$ cat config.mk
export PLATFORM = sky130hd
export DESIGN_NAME = mc_control_fsm_flat
export DESIGN_NICKNAME = d
export VERILOG_FILES = /design/src/rtl/mc_control_fsm_if.sv /design/src/rtl/mc_control_fsm.sv /design/src/flat_wrapper.sv
export SDC_FILE = /design/constraint.sdc
export NUM_CORES = 1
export LEC_CHECK = 0
export ABC_AREA = 1
export CORE_UTILIZATION = 36
export CTS_BUF_LIST = sky130_fd_sc_hd__clkbuf_16
export CTS_CLUSTER_DIAMETER = 50
export DETAILED_ROUTE_END_ITERATION = 6
export PLACE_DENSITY = 0.72
export SLEW_MARGIN = 20
export SYNTH_ARGS = -nofsm -noshare
export SYNTH_HDL_FRONTEND = slang
export SYNTH_SLANG_ARGS = --single-unit
$ cat constraint.sdc
create_clock -name clk -period 1.3 [get_ports clk]
set_input_delay 0.325 -clock clk [delete_from_list [all_inputs] [get_ports clk]]
set_output_delay 0.325 -clock clk [all_outputs]
set_load 0.05 [all_outputs]
$ cat src/rtl/mc_control_fsm_if.sv
// mc_control_fsm_if: decode inputs and datapath control outputs of the multicycle MIPS control unit
interface mc_control_fsm_if #(
    parameter int OP_W = 6,
    parameter int ST_W = 4
);
    logic [OP_W-1:0] op;
    logic [OP_W-1:0] funct;
    logic            zero;
    logic            PCen;
    logic            IorD;
    logic            MemWrite;
    logic            IRWrite;
    logic            RegDst;
    logic            MemtoReg;
    logic            RegWrite;
    logic            ALUSrcA;
    logic [1:0]      ALUSrcB;
    logic [2:0]      ALUControl;
    logic            PCsrc;
    logic            Ori;
    logic            illegal_o;
    logic [ST_W-1:0] state_o;
    modport master (
        input  op, funct, zero,
        output PCen, IorD, MemWrite, IRWrite, RegDst, MemtoReg, RegWrite,
               ALUSrcA, ALUSrcB, ALUControl, PCsrc, Ori, illegal_o, state_o
    );
    modport slave (
        output op, funct, zero,
        input  PCen, IorD, MemWrite, IRWrite, RegDst, MemtoReg, RegWrite,
               ALUSrcA, ALUSrcB, ALUControl, PCsrc, Ori, illegal_o, state_o
    );
endinterface

$ cat src/rtl/mc_control_fsm.sv
// mc_control_fsm: multicycle MIPS control unit sequencing the shared-memory datapath
module mc_control_fsm #(
    parameter int OP_W = 6,
    parameter int ST_W = 4
) (
    input logic              clk,
    input logic              reset,
    mc_control_fsm_if.master bus
);
    typedef enum logic [ST_W-1:0] {
        S_RST, S_FETCH, S_DECODE, S_MEMADR, S_MEMRD, S_MEMWB, S_MEMWR, S_EXEC_R,
        S_ALUWB, S_BRANCH, S_ADDI_EX, S_ORI_EX, S_GPI_EX, S_IMM_WB, S_JUMP
    } state_t;
    localparam logic [OP_W-1:0] OP_R    = OP_W'('h00);
    localparam logic [OP_W-1:0] OP_LW   = OP_W'('h23);
    localparam logic [OP_W-1:0] OP_SW   = OP_W'('h2B);
    localparam logic [OP_W-1:0] OP_BEQ  = OP_W'('h04);
    localparam logic [OP_W-1:0] OP_ADDI = OP_W'('h08);
    localparam logic [OP_W-1:0] OP_ORI  = OP_W'('h0D);
    localparam logic [OP_W-1:0] OP_J    = OP_W'('h02);
    localparam logic [OP_W-1:0] OP_GPI  = OP_W'('h1F);
    localparam logic [OP_W-1:0] F_ADD   = OP_W'('h20);
    localparam logic [OP_W-1:0] F_SUB   = OP_W'('h22);
    localparam logic [OP_W-1:0] F_AND   = OP_W'('h24);
    localparam logic [OP_W-1:0] F_OR    = OP_W'('h25);
    localparam logic [OP_W-1:0] F_SLT   = OP_W'('h2A);
    state_t     state_q, state_d;
    logic       illegal_q, illegal_d;
    logic       pc_write, branch, funct_ok;
    logic [2:0] alu_r;
    assign funct_ok = bus.funct inside {F_ADD, F_SUB, F_AND, F_OR, F_SLT};
    assign alu_r = bus.funct == F_SUB ? 3'b110 :
                   bus.funct == F_AND ? 3'b000 :
                   bus.funct == F_OR  ? 3'b001 :
                   bus.funct == F_SLT ? 3'b111 : 3'b010;
    // DECODE falling back to FETCH is exactly the unsupported-instruction case
    assign illegal_d = illegal_q | (state_q == S_DECODE && state_d == S_FETCH);
    always_ff @(posedge clk or negedge reset)
        if (!reset) begin
            state_q   <= S_RST;
            illegal_q <= 1'b0;
        end else begin
            state_q   <= state_d;
            illegal_q <= illegal_d;
        end
    always_comb begin
        state_d        = S_FETCH;
        pc_write       = 1'b0;
        branch         = 1'b0;
        bus.IorD       = 1'b0;
        bus.MemWrite   = 1'b0;
        bus.IRWrite    = 1'b0;
        bus.RegDst     = 1'b0;
        bus.MemtoReg   = 1'b0;
        bus.RegWrite   = 1'b0;
        bus.ALUSrcA    = 1'b0;
        bus.ALUSrcB    = 2'b00;
        bus.ALUControl = 3'b010;
        bus.PCsrc      = 1'b0;
        bus.Ori        = 1'b0;
        case (state_q)
            S_RST: bus.ALUControl = 3'b000;
            S_FETCH: begin
                bus.IRWrite = 1'b1;
                bus.ALUSrcB = 2'b01;
                pc_write    = 1'b1;
                state_d     = S_DECODE;
            end
            S_DECODE: begin
                bus.ALUSrcB = 2'b11;
                case (bus.op)
                    OP_LW, OP_SW: state_d = S_MEMADR;
                    OP_R:         state_d = funct_ok ? S_EXEC_R : S_FETCH;
                    OP_BEQ:       state_d = S_BRANCH;
                    OP_ADDI:      state_d = S_ADDI_EX;
                    OP_ORI:       state_d = S_ORI_EX;
                    OP_GPI:       state_d = S_GPI_EX;
                    OP_J:         state_d = S_JUMP;
                    default:      state_d = S_FETCH;
                endcase
            end
            S_MEMADR: begin
                bus.ALUSrcA = 1'b1;
                bus.ALUSrcB = 2'b10;
                state_d     = bus.op == OP_SW ? S_MEMWR : S_MEMRD;
            end
            S_MEMRD: begin
                bus.IorD = 1'b1;
                state_d  = S_MEMWB;
            end
            S_MEMWB: begin
                bus.MemtoReg = 1'b1;
                bus.RegWrite = 1'b1;
            end
            S_MEMWR: begin
                bus.IorD     = 1'b1;
                bus.MemWrite = 1'b1;
            end
            S_EXEC_R: begin
                bus.ALUSrcA    = 1'b1;
                bus.ALUControl = alu_r;
                state_d        = S_ALUWB;
            end
            S_ALUWB: begin
                bus.RegDst   = 1'b1;
                bus.RegWrite = 1'b1;
            end
            S_BRANCH: begin
                bus.ALUSrcA    = 1'b1;
                bus.ALUControl = 3'b110;
                bus.PCsrc      = 1'b1;
                branch         = 1'b1;
            end
            S_ADDI_EX, S_ORI_EX, S_GPI_EX: begin
                bus.ALUSrcA    = 1'b1;
                bus.ALUSrcB    = 2'b10;
                bus.ALUControl = state_q == S_ORI_EX ? 3'b001 : 3'b010;
                bus.Ori        = state_q == S_GPI_EX;
                state_d        = S_IMM_WB;
            end
            S_IMM_WB: bus.RegWrite = 1'b1;
            S_JUMP: begin
                bus.ALUControl = 3'b011;
                pc_write       = 1'b1;
            end
            default: ;
        endcase
    end
    assign bus.PCen      = pc_write | (branch & bus.zero);
    assign bus.illegal_o = illegal_q;
    assign bus.state_o   = state_q;
endmodule
$ cat src/flat_wrapper.sv
// flat-port wrapper written by rule: the top's interface ports become plain ports
module mc_control_fsm_flat 
#(
    parameter int OP_W = 6,
    parameter int ST_W = 4
)
  (clk, reset, bus_op, bus_funct, bus_zero, bus_PCen, bus_IorD, bus_MemWrite, bus_IRWrite, bus_RegDst, bus_MemtoReg, bus_RegWrite, bus_ALUSrcA, bus_ALUSrcB, bus_ALUControl, bus_PCsrc, bus_Ori, bus_illegal_o, bus_state_o);
  mc_control_fsm_if #(.OP_W(OP_W), .ST_W(ST_W)) bus_i ();
  input logic clk;
  input logic reset;
  input wire logic [$bits(bus_i.op)-1:0] bus_op;
  input wire logic [$bits(bus_i.funct)-1:0] bus_funct;
  input wire logic [$bits(bus_i.zero)-1:0] bus_zero;
  output wire logic [$bits(bus_i.PCen)-1:0] bus_PCen;
  output wire logic [$bits(bus_i.IorD)-1:0] bus_IorD;
  output wire logic [$bits(bus_i.MemWrite)-1:0] bus_MemWrite;
  output wire logic [$bits(bus_i.IRWrite)-1:0] bus_IRWrite;
  output wire logic [$bits(bus_i.RegDst)-1:0] bus_RegDst;
  output wire logic [$bits(bus_i.MemtoReg)-1:0] bus_MemtoReg;
  output wire logic [$bits(bus_i.RegWrite)-1:0] bus_RegWrite;
  output wire logic [$bits(bus_i.ALUSrcA)-1:0] bus_ALUSrcA;
  output wire logic [$bits(bus_i.ALUSrcB)-1:0] bus_ALUSrcB;
  output wire logic [$bits(bus_i.ALUControl)-1:0] bus_ALUControl;
  output wire logic [$bits(bus_i.PCsrc)-1:0] bus_PCsrc;
  output wire logic [$bits(bus_i.Ori)-1:0] bus_Ori;
  output wire logic [$bits(bus_i.illegal_o)-1:0] bus_illegal_o;
  output wire logic [$bits(bus_i.state_o)-1:0] bus_state_o;
  assign bus_i.op = bus_op;
  assign bus_i.funct = bus_funct;
  assign bus_i.zero = bus_zero;
  assign bus_PCen = bus_i.PCen;
  assign bus_IorD = bus_i.IorD;
  assign bus_MemWrite = bus_i.MemWrite;
  assign bus_IRWrite = bus_i.IRWrite;
  assign bus_RegDst = bus_i.RegDst;
  assign bus_MemtoReg = bus_i.MemtoReg;
  assign bus_RegWrite = bus_i.RegWrite;
  assign bus_ALUSrcA = bus_i.ALUSrcA;
  assign bus_ALUSrcB = bus_i.ALUSrcB;
  assign bus_ALUControl = bus_i.ALUControl;
  assign bus_PCsrc = bus_i.PCsrc;
  assign bus_Ori = bus_i.Ori;
  assign bus_illegal_o = bus_i.illegal_o;
  assign bus_state_o = bus_i.state_o;
  mc_control_fsm #(.OP_W(OP_W), .ST_W(ST_W)) u_core (.clk(clk), .reset(reset), .bus(bus_i));
endmodule
==> metrics.log, run 1 <==
INFO  metric run.stop_error = [ERROR DPL-0038] Utilization greater than 100%, impossible to legalize
INFO  metric synth.distinct_cells = 22
INFO  metric fp-row-count = 15
INFO  metric synthesis.nets = 146
INFO  metric place.gp.congestion = 0.8642
INFO  metric place.port_buffers = 34
INFO  metric synth_sequential_area_ratio = 0.1745
INFO  metric ys_async_sr_fraction = 1.000
INFO  metric dp_hpwl = 2301 µm
INFO  metric outcome = aborted with a tool error
INFO  metric synth_ff_type = dfrtp_1
INFO  metric detailedPlace.worstSlack = -0.7121 ns
INFO  metric avgSynthCellArea = 5.473 µm²
INFO  metric initial_core_util = 0.3979
INFO  metric die_h = 46.63 µm
INFO  metric synthDominantAreaCellType = dfrtp_1
INFO  metric cts_hold_repair.buffers = 0
INFO  metric synth_top_area_share = 0.1745
INFO  metric clk_root_buffer_cell = clkbuf_16
INFO  metric synth_most_common_cell = nor2_1
INFO  metric io_pins = 35
INFO  metric instance_count_of_the_mapped_netlist = 131
INFO  metric ys.warnings.count = 0
INFO  metric post-cts-setup-buffer-count = 12
INFO  metric synthesis.area = 716.9 µm²
INFO  metric numCtsBuffers = 3
INFO  metric chipWidth = 46.63 µm
INFO  metric synth_common_cells = 30 x nor2_1, 25 x inv_1, 25 x nand2_1
INFO  metric yosys_register_bits = 5
INFO  metric edff_count_synth = 0
INFO  metric max-clock-path-buffers = 2
INFO  metric cts-resized-gates = 47
INFO  metric numClockSinks = 5
INFO  metric halt_stage = clock tree synthesis
INFO  metric cts_htree_levels = 1
INFO  metric yosys-top-cells-area = dfrtp_1 17%, nor2_1 16%, inv_1 13%
## metrics by stage
stage               utilization  hold WS [ns]  area, µm²  instances  setup TNS [ns]
detailed placement       0.8764        0.5355       1579        220          -6.570
global placement         0.8764        0.5147       1579        220          -5.616
floorplan                     -       0.02941      807.0        131          -6.709
## cells by family after synthesis
kind of cell,Yosys count,share of synthesized area
flops,5,0.1745
buf+inv,29,0.1518
compound gates,14,0.1204
simple gates,83,0.5532
==> run 2, diff against run 1 <==
Settings changed: CORE_AREA from default to 2 2 63 65, CORE_UTILIZATION 36 to default, CTS_BUF_LIST sky130_fd_sc_hd__clkbuf_16 to default, CTS_CLUSTER_DIAMETER 50 to default, DIE_AREA from default to 0 0 65 67, PLACE_DENSITY 0.72 to default, PLACE_DENSITY_LB_ADDON from default to 0.15.
Clock period 1.3 ns to 1.7 ns, I/O delays scaled along.
==> run 2 against run 1 <==
  * The flow now finishes, with violations (setup timing)
  * Area after synthesis is the same
  * Synthesized cell count is the same
==> metrics.log, run 2 <==
INFO  metric outcome = finished, violations left
INFO  metric failing_checks = setup timing
INFO  metric synth_top_area_share = 0.1745 (unchanged)
INFO  metric power_leakage = 0.9732 nW
INFO  metric final-max-slew-violation-count = 0
INFO  metric overflow = 0
INFO  metric final_worst_slack = -0.2812 ns
INFO  metric final_min_period_over_clock_period = 1.165
INFO  metric place.port_buffers = 34 (unchanged)
INFO  metric power.net_switching = 0.001585 W
INFO  metric place.gp.congestion = 0.8032 (-7.1%)
INFO  metric clk_root_buffer_cell = clkbuf_8
INFO  metric numCtsBuffers = 3 (unchanged)
INFO  metric overall_via_count_from_detail_route = 1,126
INFO  metric edff_count_synth = 0 (unchanged)
INFO  metric chipWidth = 65 µm (+39%)
INFO  metric total_power = 0.003231 W
INFO  metric cts_hold_repair.buffers = 0 (unchanged)
INFO  metric max_cap_viol_count = 0
INFO  metric synthesis.area = 716.9 µm² (unchanged)
INFO  metric yosys-mux-area-fraction = 0 (unchanged)
INFO  metric die_h = 67 µm (+44%)
INFO  metric seqPwrFrac = 0.080
INFO  metric post_synth_and_or_nand_nor_area_fraction = 0.5532 (unchanged)
INFO  metric firstDrtPassIters = 4
INFO  metric drive_gt1_frac = 0.5741
INFO  metric synth_common_cells = 30 x nor2_1, 25 x inv_1, 25 x nand2_1
INFO  metric largest_reg_flops = 4
INFO  metric max_clock_freq = 504.8 MHz
INFO  metric synth_sequential_area_ratio = 0.1745 (unchanged)
INFO  metric switching_share = 0.4906
INFO  metric nets = 232
INFO  metric timing.hold.ws = 0.4289 ns
INFO  metric cp-start-kind = flip-flop
INFO  metric layout_common_cells = 38 x buf_4, 22 x nand2_1, 20 x inv_1, 17 x buf_12, 16 x nor2_1
INFO  metric worst-r2r-setup-slack = 0.14 ns
INFO  metric grt_setup_unrepaired = true
INFO  metric avgViaCountPerCell = 4.265
INFO  metric yosys.area_share.adder = 0 (unchanged)
INFO  metric areaGrowthSynthToFinish = 170.5%
INFO  metric instance_count_of_the_mapped_netlist = 131 (unchanged)
INFO  metric cell_internal_pwr = 0.001646 W
INFO  metric synth.distinct_cells = 22 (unchanged)
INFO  metric number_of_global_route_vias_before_repair = 1,115
INFO  metric avgSynthCellArea = 5.473 µm² (unchanged)
INFO  metric hold_path.class = in -> async
INFO  metric yosys_register_bits = 5 (unchanged)
INFO  metric clk_pin_slew_worst_paths = 0.04 ns
INFO  metric tightest_slew = 0.2729 ns
INFO  metric final-seq-area = 130.1 µm²
INFO  metric critical_r2r_capture = u_core.bus.illegal_o$_DFF_PN0_
INFO  metric synthesis.nets = 146 (unchanged)
INFO  metric ys.warnings.count = 0 (unchanged)
INFO  metric worst_ep_required_time = 1.27 ns
INFO  metric fp-row-count = 22 (+7)
INFO  metric timing_hold_violations_final = 0
INFO  metric cts_tree = done
INFO  metric multi_input_comb_area = 661.9 µm²
INFO  metric synthDominantAreaCellType = dfrtp_1
INFO  metric finish.utilization = 0.5378
INFO  metric powerDensity = 1666 mW/mm²
INFO  metric grt_max_degree = 7
INFO  metric remaining_drc_errors = 0
INFO  metric cts_htree_levels = 1 (unchanged)
INFO  metric synth_most_common_cell = nor2_1
INFO  metric fillCellCount = 341
INFO  metric worst_ir_drop_vdd = 424.2 µV
INFO  metric ys_async_sr_fraction = 1.000 (unchanged)
INFO  metric timing.critical_path.arrival = 1.56 ns
INFO  metric setup_violators_final = 12
INFO  metric grt_usage = 0.1341
INFO  metric most_common_cell_after_layout_fill_and_taps_aside = buf_4
INFO  metric global_route_wire_length_before_repair = 4643 µm
INFO  metric crit_type = reg -> out
INFO  metric detail_route.iter0.violations = 13
INFO  metric max-clock-path-buffers = 2 (unchanged)
INFO  metric initial_core_util = 0.1988 (-0.1991)
INFO  metric dp_hpwl = 2259 µm (-1.8%)
INFO  metric die_area = 0.004355 mm²
INFO  metric wl_per_cell = 10.56 µm
INFO  metric synth-compound-area-share = 0.1204 (unchanged)
INFO  metric pwr-share-comb = 0.854
INFO  metric totalWireLength = 2789 µm
INFO  metric final_antenna_net_count = 0
INFO  metric antenna-diode-count = 0
INFO  metric synth_ff_type = dfrtp_1
INFO  metric nature_of_the_critical_path_endpoint = primary output
INFO  metric post-route-min-period = 1.981 ns
INFO  metric r2r_start = u_core.bus.state_o[3]$_DFF_PN0_
INFO  metric max_slew_margin = 0.8173
INFO  metric numClockSinks = 5 (unchanged)
INFO  metric io_pins = 35 (unchanged)
INFO  metric grt_antenna_before_repair = 0
INFO  metric largest_family_of_logic_cells_by_synthesized_area = simple AND/OR/NAND/NOR gates
INFO  metric clkLatencyLatePin = 0.22 ns
INFO  metric fin_skew = 0.002321 ns
INFO  metric core_area = 0.003606 mm²
INFO  metric path_max_fanout = 5
INFO  metric rr_worst_depth = 10
INFO  metric clock_power_share = 0.066
INFO  metric yosys.area_share.xor_xnor = 0 (unchanged)
INFO  metric yosys-top-cells-area = dfrtp_1 17%, nor2_1 16%, inv_1 13%
[run 2: cell counts after synthesis]
Identical to the previous run, type by type.
[run 2: area by class of cell]
type / instances / share of cell area
repair buffers: 81 / 0.4774
multi-input cells: 97 / 0.3413
flip-flops and latches: 5 / 0.06710
inverters: 29 / 0.06000
well taps: 48 / 0.03097
clock buffers: 4 / 0.02323
[run 2: kinds of logic after synthesis]
group / Yosys count
AO/OA/AOI/OAI: 14
flip-flops: 5
AND/OR/NAND/NOR: 83
buffers and inverters: 29
[run 2: critical path: stages (launching register included)]
cell,delay [ns]
dfrtp_2,0.44
inv_4,0.09
nand2_4,0.05
nor2_4,0.17
nand4_1,0.19
o221ai_4,0.23
buf_12,0.16
[run 2: layer usage]
layer / track usage / part of all wire
met5: 0 / 0
met3: 0.02027 / 0.038
met1: 0.1337 / 0.39
met2: 0.2848 / 0.57
met4: 0.02926 / 0
[run 2: how the worst max path moves through the flow]
stage,start,to,slack [ns],cells past startpoint
4_1_cts,u_core.bus.state_o[1]$_DFF_PN0_,bus_ALUSrcA,-0.25,8
6_report,u_core.bus.state_o[3]$_DFF_PN0_,bus_ALUControl[0],-0.28,6
2_1_floorplan,u_core.bus.state_o[0]$_DFF_PN0_,bus_ALUSrcA,-0.38,6
3_5_place_dp,bus_funct[5],bus_ALUControl[0],-0.47,7
5_1_grt,u_core.bus.state_o[3]$_DFF_PN0_,bus_ALUControl[0],-0.35,6
3_3_place_gp,bus_funct[5],bus_ALUControl[0],-0.43,7
[run 2: timing repair]
action / 4_1_cts / 5_1_grt
endpoints found under the setup margin: 16 / 17
gates resized for setup: 39 / 21
buffers inserted: 6 / 6
pin swaps: 13 / 10
[run 2: power groups by stage]
stage / registers, W / clock network [W] / logic, W
final: 0.000258 / 0.000214 / 0.00276
after detailed placement: 0.000232 / 0 / 0.00232
after floorplan: 0.000361 / 0 / 0.00104
after global routing: 0.000268 / 0.000231 / 0.00290
after global placement: 0.000234 / 0 / 0.00232
after CTS: 0.000249 / 0.000220 / 0.00262
[run 2: metrics by stage]
step	setup slack [ns]	instance area, µm²	std cells	TNS (ns)
finish	-0.2812	1939	264	-1.927
global route	-0.3546	1939	264	-2.772
CTS	-0.2481	1837	259	-1.856
detailed placement	-0.4687	1642	249	-2.171
global placement	-0.4315	1642	249	-2.028
floorplan	-0.3829	795.8	131	-2.189
(Power assumes the default switching activity.)
==> run 3, diff against run 2 <==
Settings changed: ABC_CLOCK_PERIOD_IN_PS from default to 2100, REMOVE_ABC_BUFFERS from default to 1.
Clock period 1.7 ns to 2.1 ns, I/O delays scaled along.
==> run 3 against run 2 <==
  * The run now ends clean
  * Power down 39%
  * Flip-flop and latch count unchanged
  * Critical path depth up 3
  * Clock skew down 0.0020 ns
  * Critical endpoint is now bus_ALUControl[1]
  * Largest power group unchanged
==> metrics.log, run 3 (synthesis gave the netlist of run 2 again) <==
INFO  metric outcome = completed
INFO  metric number_of_global_route_vias_before_repair = 1,027 (-7.9%)
INFO  metric timing.hold.ws = 0.4693 ns (+0.04045 ns)
INFO  metric switching_share = 0.5404 (+0.04983)
INFO  metric place.port_buffers = 34 (unchanged)
INFO  metric setup_violators_final = 0 (-12)
INFO  metric clk_pin_slew_worst_paths = 0.03 ns (about the same)
INFO  metric seqPwrFrac = 0.101 (+0.021)
INFO  metric wl_per_cell = 10.63 µm (+0.58%)
INFO  metric cell_internal_pwr = 0.0009092 W (-45%)
INFO  metric tightest_slew = 0.4903 ns (+0.2174 ns)
INFO  metric max_slew_margin = 0.6721 (-0.1451)
INFO  metric chipWidth = 65 µm (unchanged)
INFO  metric power_leakage = 0.7443 nW (-24%)
INFO  metric power.net_switching = 0.001069 W (-33%)
INFO  metric fillCellCount = 389 (+14%)
INFO  metric numCtsBuffers = 3 (unchanged)
INFO  metric dp_hpwl = 2008 µm (-11%)
INFO  metric cts_tree = done
INFO  metric grt_setup_unrepaired = true
INFO  metric finish.utilization = 0.4143 (-0.1235)
INFO  metric detail_route.iter0.violations = 47 (+34)
INFO  metric nature_of_the_critical_path_endpoint = primary output
INFO  metric layout_common_cells = 26 x buf_4, 24 x nor2_1, 22 x nand2_1, 21 x inv_1, 13 x buf_12
INFO  metric critical_path.max_stage_delay = 0.43 ns (about the same)
INFO  metric max_clock_freq = 484.8 MHz
INFO  metric io_pins = 35 (unchanged)
INFO  metric most_common_cell_after_layout_fill_and_taps_aside = buf_4
INFO  metric post-route-min-period = 2.063 ns
INFO  metric remaining_drc_errors = 0 (unchanged)
INFO  metric overflow = 0 (unchanged)
INFO  metric overall_via_count_from_detail_route = 1,042 (-7.5%)
INFO  metric cp-start-kind = flip-flop
INFO  metric largest_reg_flops = 4 (unchanged)
INFO  metric timing.critical_path.arrival = 1.54 ns (-0.02 ns)
INFO  metric fp-row-count = 22 (unchanged)
INFO  metric nets = 206 (-11%)
INFO  metric global_route_wire_length_before_repair = 4167 µm (-10%)
INFO  metric clk_root_buffer_cell = clkbuf_8
INFO  metric cts_htree_levels = 1 (unchanged)
INFO  metric multi_input_comb_area = 540.5 µm² (-18%)
INFO  metric avgViaCountPerCell = 4.378 (+2.6%)
INFO  metric grt_max_degree = 9 (+2)
INFO  metric antenna-diode-count = 0 (unchanged)
INFO  metric pwr-share-comb = 0.813 (-0.041)
INFO  metric core_area = 0.003606 mm² (unchanged)
INFO  metric powerDensity = 1324 mW/mm² (-21%)
INFO  metric clkLatencyLatePin = 0.21 ns (about the same)
INFO  metric timing_hold_violations_final = 0 (unchanged)
INFO  metric fin_skew = 0.0003636 ns (-0.001957 ns)
INFO  metric die_h = 67 µm (unchanged)
INFO  metric totalWireLength = 2529 µm (-9.3%)
INFO  metric drive_gt1_frac = 0.4368 (-0.1372)
INFO  metric max-clock-path-buffers = 2 (unchanged)
INFO  metric initial_core_util = 0.1988 (unchanged)
INFO  metric worst_ep_required_time = 1.57 ns (+0.30 ns)
INFO  metric crit_chain = inv_2 > nor2_2 > buf_4 > nand2_1 > nand3_2 > nor2_4 > o21ai_0 > nand3_1 > buf_6
INFO  metric areaGrowthSynthToFinish = 108.4%
INFO  metric firstDrtPassIters = 4 (unchanged)
INFO  metric grt_usage = 0.1188 (-0.01530)
INFO  metric cts_hold_repair.buffers = 0 (unchanged)
INFO  metric max_cap_viol_count = 0 (unchanged)
INFO  metric clock_power_share = 0.086 (+0.020)
INFO  metric final-seq-area = 130.1 µm² (unchanged)
INFO  metric crit_path_top_delay_cell = dfrtp_2
INFO  metric die_area = 0.004355 mm² (unchanged)
INFO  metric final_antenna_net_count = 0 (unchanged)
INFO  metric crit_type = reg -> out
INFO  metric grt_antenna_before_repair = 0 (unchanged)
INFO  metric numClockSinks = 5 (unchanged)
INFO  metric worst-r2r-setup-slack = 0.62 ns (+0.48 ns)
INFO  metric final_min_period_over_clock_period = 0.9822
INFO  metric path_max_fanout = 5 (unchanged)
INFO  metric hold_path.class = reg -> reg
INFO  metric place.gp.congestion = 0.8774 (+9.2%)
INFO  metric worst_ir_drop_vdd = 289.1 µV (-32%)
INFO  metric final-max-slew-violation-count = 0 (unchanged)
[run 3: changes by cell type in the layout (fill, tap and decap cells not counted), moves of 5 or more]
cell,delta
buf_4,-12
buf_6,-8
nor2_1,+8
clkdlybuf4s50_1,+7
nor2_4,-7
dlymetal6s2s_1,-5
[run 3: critical path: cells and delay by family, from the launching register on]
kind / cells / cell delay (ns)
compound gates: 1 / 0.09
buf+inv: 3 / 0.37
flops: 1 / 0.43
simple gates: 5 / 0.44
[run 3: final timing paths]
| path | from | end | cells after the start |
|---|---|---|---|
| min in group asynchronous | reset | u_core.bus.illegal_o$_DFF_PN0_ | 1 |
| setup reg to reg | u_core.bus.state_o[1]$_DFF_PN0_ | u_core.bus.illegal_o$_DFF_PN0_ | 10 |
| hold / removal | u_core.bus.illegal_o$_DFF_PN0_ | u_core.bus.illegal_o$_DFF_PN0_ | 2 |
| setup / recovery | u_core.bus.state_o[3]$_DFF_PN0_ | bus_ALUControl[1] | 9 |
| hold reg to reg | u_core.bus.illegal_o$_DFF_PN0_ | u_core.bus.illegal_o$_DFF_PN0_ | 2 |
| max in group asynchronous | reset | u_core.bus.state_o[0]$_DFF_PN0_ | 1 |
[run 3: final cells by class]
type / count / share of cell area
inverters: 29 / 0.07286
multi-input cells: 97 / 0.3618
flip-flops and latches: 5 / 0.08710
repair buffers: 55 / 0.4079
well taps: 48 / 0.04020
clock buffers: 4 / 0.03015
[run 3: metrics by stage]
stage	instances	area, µm²	setup slack [ns]	TNS (ns)	total power (W)
global route	238	1494	-0.03858	-0.06551	0.002074
detailed placement	226	1330	-0.2583	-0.5929	0.001718
floorplan	131	716.9	-0.7888	-4.698	0.001033
CTS	235	1445	0.002224	0	0.001934
finish	238	1494	0.03729	0	0.001978
global placement	226	1330	-0.2184	-0.4951	0.001715
[run 3: power groups by stage]
stage | registers [W] | logic [W] | clock network (W)
after floorplan | 0.000282 | 0.000751 | 0
after global placement | 0.000194 | 0.00152 | 0
after detailed placement | 0.000194 | 0.00152 | 0
after CTS | 0.000199 | 0.00156 | 0.000173
after global routing | 0.000205 | 0.00169 | 0.000180
final | 0.000200 | 0.00161 | 0.000169
[run 3: routing by layer]
layer / global-route usage / wire (µm)
met1: 0.1329 / 1032
met2: 0.2358 / 1348
met3: 0.02027 / 142
met4: 0.01862 / 6
met5: 0 / 0
[run 3: what timing repair did]
action | in CTS | in global routing
setup buffers | 5 | 3
pin swaps | 6 | 4
setup endpoints to repair | 6 | 5
gates resized for setup | 22 | 9
==> run 4, diff against run 3 <==
Settings changed: ABC_CLOCK_PERIOD_IN_PS 2100 to 2500.
Clock period 2.1 ns to 2.5 ns, I/O delays scaled along.
==> run 4 against run 3 <==
  * Worst hold slack got worse by 0.012 ns
  * Die area did not move
  * Combinational power fell by 32%
  * Largest cell class is now multi-input gates
  * Clock power fell by 15%
  * First-iteration DRC count rose by 36%
  * Power fell by 29%
  * Non-clock buffer count fell by 17
  * Final cell count fell by 7.1%
  * Sequential share of layout area rose by 1.4 points
  * Count of clock-buffer cells in the layout did not move
  * Design area fell by 17%
  * Sequential power fell by 19%
  * Highest routed layer is now met3
==> metrics.log, run 4 (synthesis gave the netlist of run 2 again) <==
INFO  metric totalWireLength = 2112 µm (-16%)
INFO  metric finish.utilization = 0.3449 (-0.06940)
INFO  metric io_pins = 35 (unchanged)
INFO  metric grt_max_degree = 9 (unchanged)
INFO  metric multi_input_comb_area = 504.2 µm² (-6.7%)
INFO  metric numClockSinks = 5 (unchanged)
INFO  metric post-route-min-period = 2.422 ns
INFO  metric nets = 189 (-8.3%)
INFO  metric overall_via_count_from_detail_route = 946 (-9.2%)
INFO  metric remaining_drc_errors = 0 (unchanged)
INFO  metric postPlaceCellArea = 0.001172 mm² (-12%)
INFO  metric fp-row-count = 22 (unchanged)
INFO  metric drive_gt1_frac = 0.2775 (-0.1594)
INFO  metric most_common_cell_after_layout_fill_and_taps_aside = nor2_1
INFO  metric worst_ep_required_time = 1.88 ns (+0.31 ns)
INFO  metric chipWidth = 65 µm (unchanged)
INFO  metric final_min_period_over_clock_period = 0.9688
INFO  metric detail_route.iter0.violations = 64 (+36%)
INFO  metric grt_setup_unrepaired = false
INFO  metric cp-start-kind = input pin
INFO  metric timing.critical_path.arrival = 1.80 ns (+0.26 ns)
INFO  metric global_route_wire_length_before_repair = 3705 µm (-11%)
INFO  metric power.net_switching = 0.0008154 W (-24%)
INFO  metric final_cell_area = 0.001244 mm² (-17%)
INFO  metric areaGrowthSynthToFinish = 73.47%
INFO  metric max_slew_margin = 0.6688 (-0.003348)
INFO  metric cts_hold_repair.buffers = 0 (unchanged)
INFO  metric fillCellCount = 402 (+3.3%)
INFO  metric clkLatencyLatePin = 0.21 ns (about the same)
INFO  metric timing.hold.ws = 0.4578 ns (-0.01158 ns)
INFO  metric seqPwrFrac = 0.116 (+0.015)
INFO  metric final-max-slew-violation-count = 0 (unchanged)
INFO  metric cell_internal_pwr = 0.0005839 W (-36%)
INFO  metric cts_tree = done
INFO  metric clk_pin_slew_worst_paths = 0.03 ns (about the same)
INFO  metric worst_ir_drop_vdd = 216.7 µV (-25%)
INFO  metric crit_type = in -> out
INFO  metric hold_path.class = reg -> reg
INFO  metric firstDrtPassIters = 4 (unchanged)
INFO  metric overflow = 0 (unchanged)
INFO  metric initial_core_util = 0.1988 (unchanged)
INFO  metric instances_no_fill = 221 (-7.1%)
INFO  metric die_area = 0.004355 mm² (unchanged)
INFO  metric clk_root_buffer_cell = clkbuf_8
INFO  metric nature_of_the_critical_path_endpoint = primary output
INFO  metric power_leakage = 0.6428 nW (-14%)
INFO  metric grt_usage = 0.1052 (-0.01364)
INFO  metric timing_hold_violations_final = 0 (unchanged)
INFO  metric die_h = 67 µm (unchanged)
INFO  metric place.gp.congestion = 0.8720 (-0.62%)
INFO  metric tightest_slew = 0.4953 ns (+0.005007 ns)
INFO  metric largest_reg_flops = 4 (unchanged)
INFO  metric core_area = 0.003606 mm² (unchanged)
INFO  metric avgViaCountPerCell = 4.281 (-2.2%)
INFO  metric post-cts-setup-buffer-count = 0 (-5)
INFO  metric max_clock_freq = 412.9 MHz
INFO  metric final-seq-area = 125.1 µm² (-3.8%)
INFO  metric powerDensity = 1125 mW/mm² (-15%)
INFO  metric clock_power_share = 0.103 (+0.017)
INFO  metric setup_violators_final = 0 (unchanged)
INFO  metric detailedPlace.worstSlack = -0.06938 ns (+0.1889 ns)
INFO  metric outcome = completed
INFO  metric place.port_buffers = 34 (unchanged)
INFO  metric grt_antenna_before_repair = 0 (unchanged)
INFO  metric fin_skew = 0.0005175 ns (+0.0001539 ns)
INFO  metric final_worst_slack = 0.07790 ns (+0.04061 ns)
INFO  metric max_cap_viol_count = 0 (unchanged)
INFO  metric cts_htree_levels = 1 (unchanged)
INFO  metric layout_common_cells = 28 x nor2_1, 25 x nand2_1, 23 x inv_1, 17 x clkdlybuf4s50_1, 14 x buf_4
INFO  metric max-clock-path-buffers = 2 (unchanged)
INFO  metric numPlacedInstances = 217 (-4.0%)
INFO  metric final_antenna_net_count = 0 (unchanged)
INFO  metric wl_per_cell = 9.557 µm (-10%)
INFO  metric numCtsBuffers = 3 (unchanged)
INFO  metric pwr-share-comb = 0.781 (-0.032)
INFO  metric number_of_global_route_vias_before_repair = 911 (-11%)
INFO  metric dp_hpwl = 1839 µm (-8.4%)
INFO  metric path_max_fanout = 3 (-2)
INFO  metric antenna-diode-count = 0 (unchanged)
INFO  metric switching_share = 0.5827 (+0.04230)
run 4: cell count changes in the layout (fill, tap and decap cells not counted), moves of 3 or more:
cell / previous run / this run
buf_4: 26 / 14
nand2_1: 22 / 25
clkdlybuf4s50_1: 9 / 17
nand2_2: 7 / 4
nor2_1: 24 / 28
nor2_4: 6 / 3
dlygate4sd2_1: 6 / 0
dfrtp_1: 1 / 5
buf_12: 13 / 5
dfrtp_2: 4 / 0
run 4: metal layers:
| metal | up-vias | track usage | part of all wire |
|---|---|---|---|
| li1 | 496 | - | - |
| met1 | 427 | 0.1215 | 0.46 |
| met2 | 23 | 0.1959 | 0.50 |
| met3 | 0 | 0.01520 | 0.044 |
| met4 | 0 | 0.03723 | 0 |
| met5 | - | 0 | 0 |
run 4: timing repair:
item	in CTS	in global routing
setup endpoints to repair	2	2
endpoints found under the hold margin	0	0
gates resized for setup	3	6
pin swaps	0	4
run 4: power groups by stage:
stage               logic (W)  registers, W  clock network [W]
floorplan            0.000631      0.000237                  0
global placement      0.00110      0.000162                  0
detailed placement    0.00110      0.000162                  0
CTS                   0.00110      0.000162           0.000146
global route          0.00116      0.000168           0.000157
finish                0.00109      0.000162           0.000144
run 4: worst max-delay path, stage by stage:
cell	delay, ns
clkdlybuf4s50_1	0.47
inv_1	0.05
nor2_1	0.11
nand3_2	0.11
a21oi_1	0.14
nand3_1	0.09
buf_4	0.20
run 4: final cells by class:
| cell class | instances | area share |
|---|---|---|
| clock buffer | 4 | 0.03622 |
| inverter | 29 | 0.08753 |
| multi-input combinational | 97 | 0.4054 |
| sequential | 5 | 0.1006 |
| tap | 48 | 0.04829 |
| timing repair buffer | 38 | 0.3219 |
run 4: through the flow:
stage | power (W) | TNS, ns
finish | 0.001399 | 0
global route | 0.001484 | 0
global placement | 0.001266 | -0.02317
detailed placement | 0.001263 | -0.09865
CTS | 0.001412 | 0
floorplan | 0.0008679 | -1.868
run 4: path summary, 6_finish.rpt:
check / start / to / slack (ns) / cells after the start
setup reg to reg: u_core.bus.state_o[1]$_DFF_PN0_ / u_core.bus.state_o[0]$_DFF_PN0_ / 1.05 / 7
hold / removal: u_core.bus.illegal_o$_DFF_PN0_ / u_core.bus.illegal_o$_DFF_PN0_ / 0.46 / 2
max in group asynchronous: reset / u_core.bus.state_o[1]$_DFF_PN0_ / 1.69 / 1
hold reg to reg: u_core.bus.illegal_o$_DFF_PN0_ / u_core.bus.illegal_o$_DFF_PN0_ / 0.46 / 2
setup / recovery: bus_funct[2] / bus_ALUControl[1] / 0.08 / 7
min in group asynchronous: reset / u_core.bus.state_o[0]$_DFF_PN0_ / 0.63 / 1
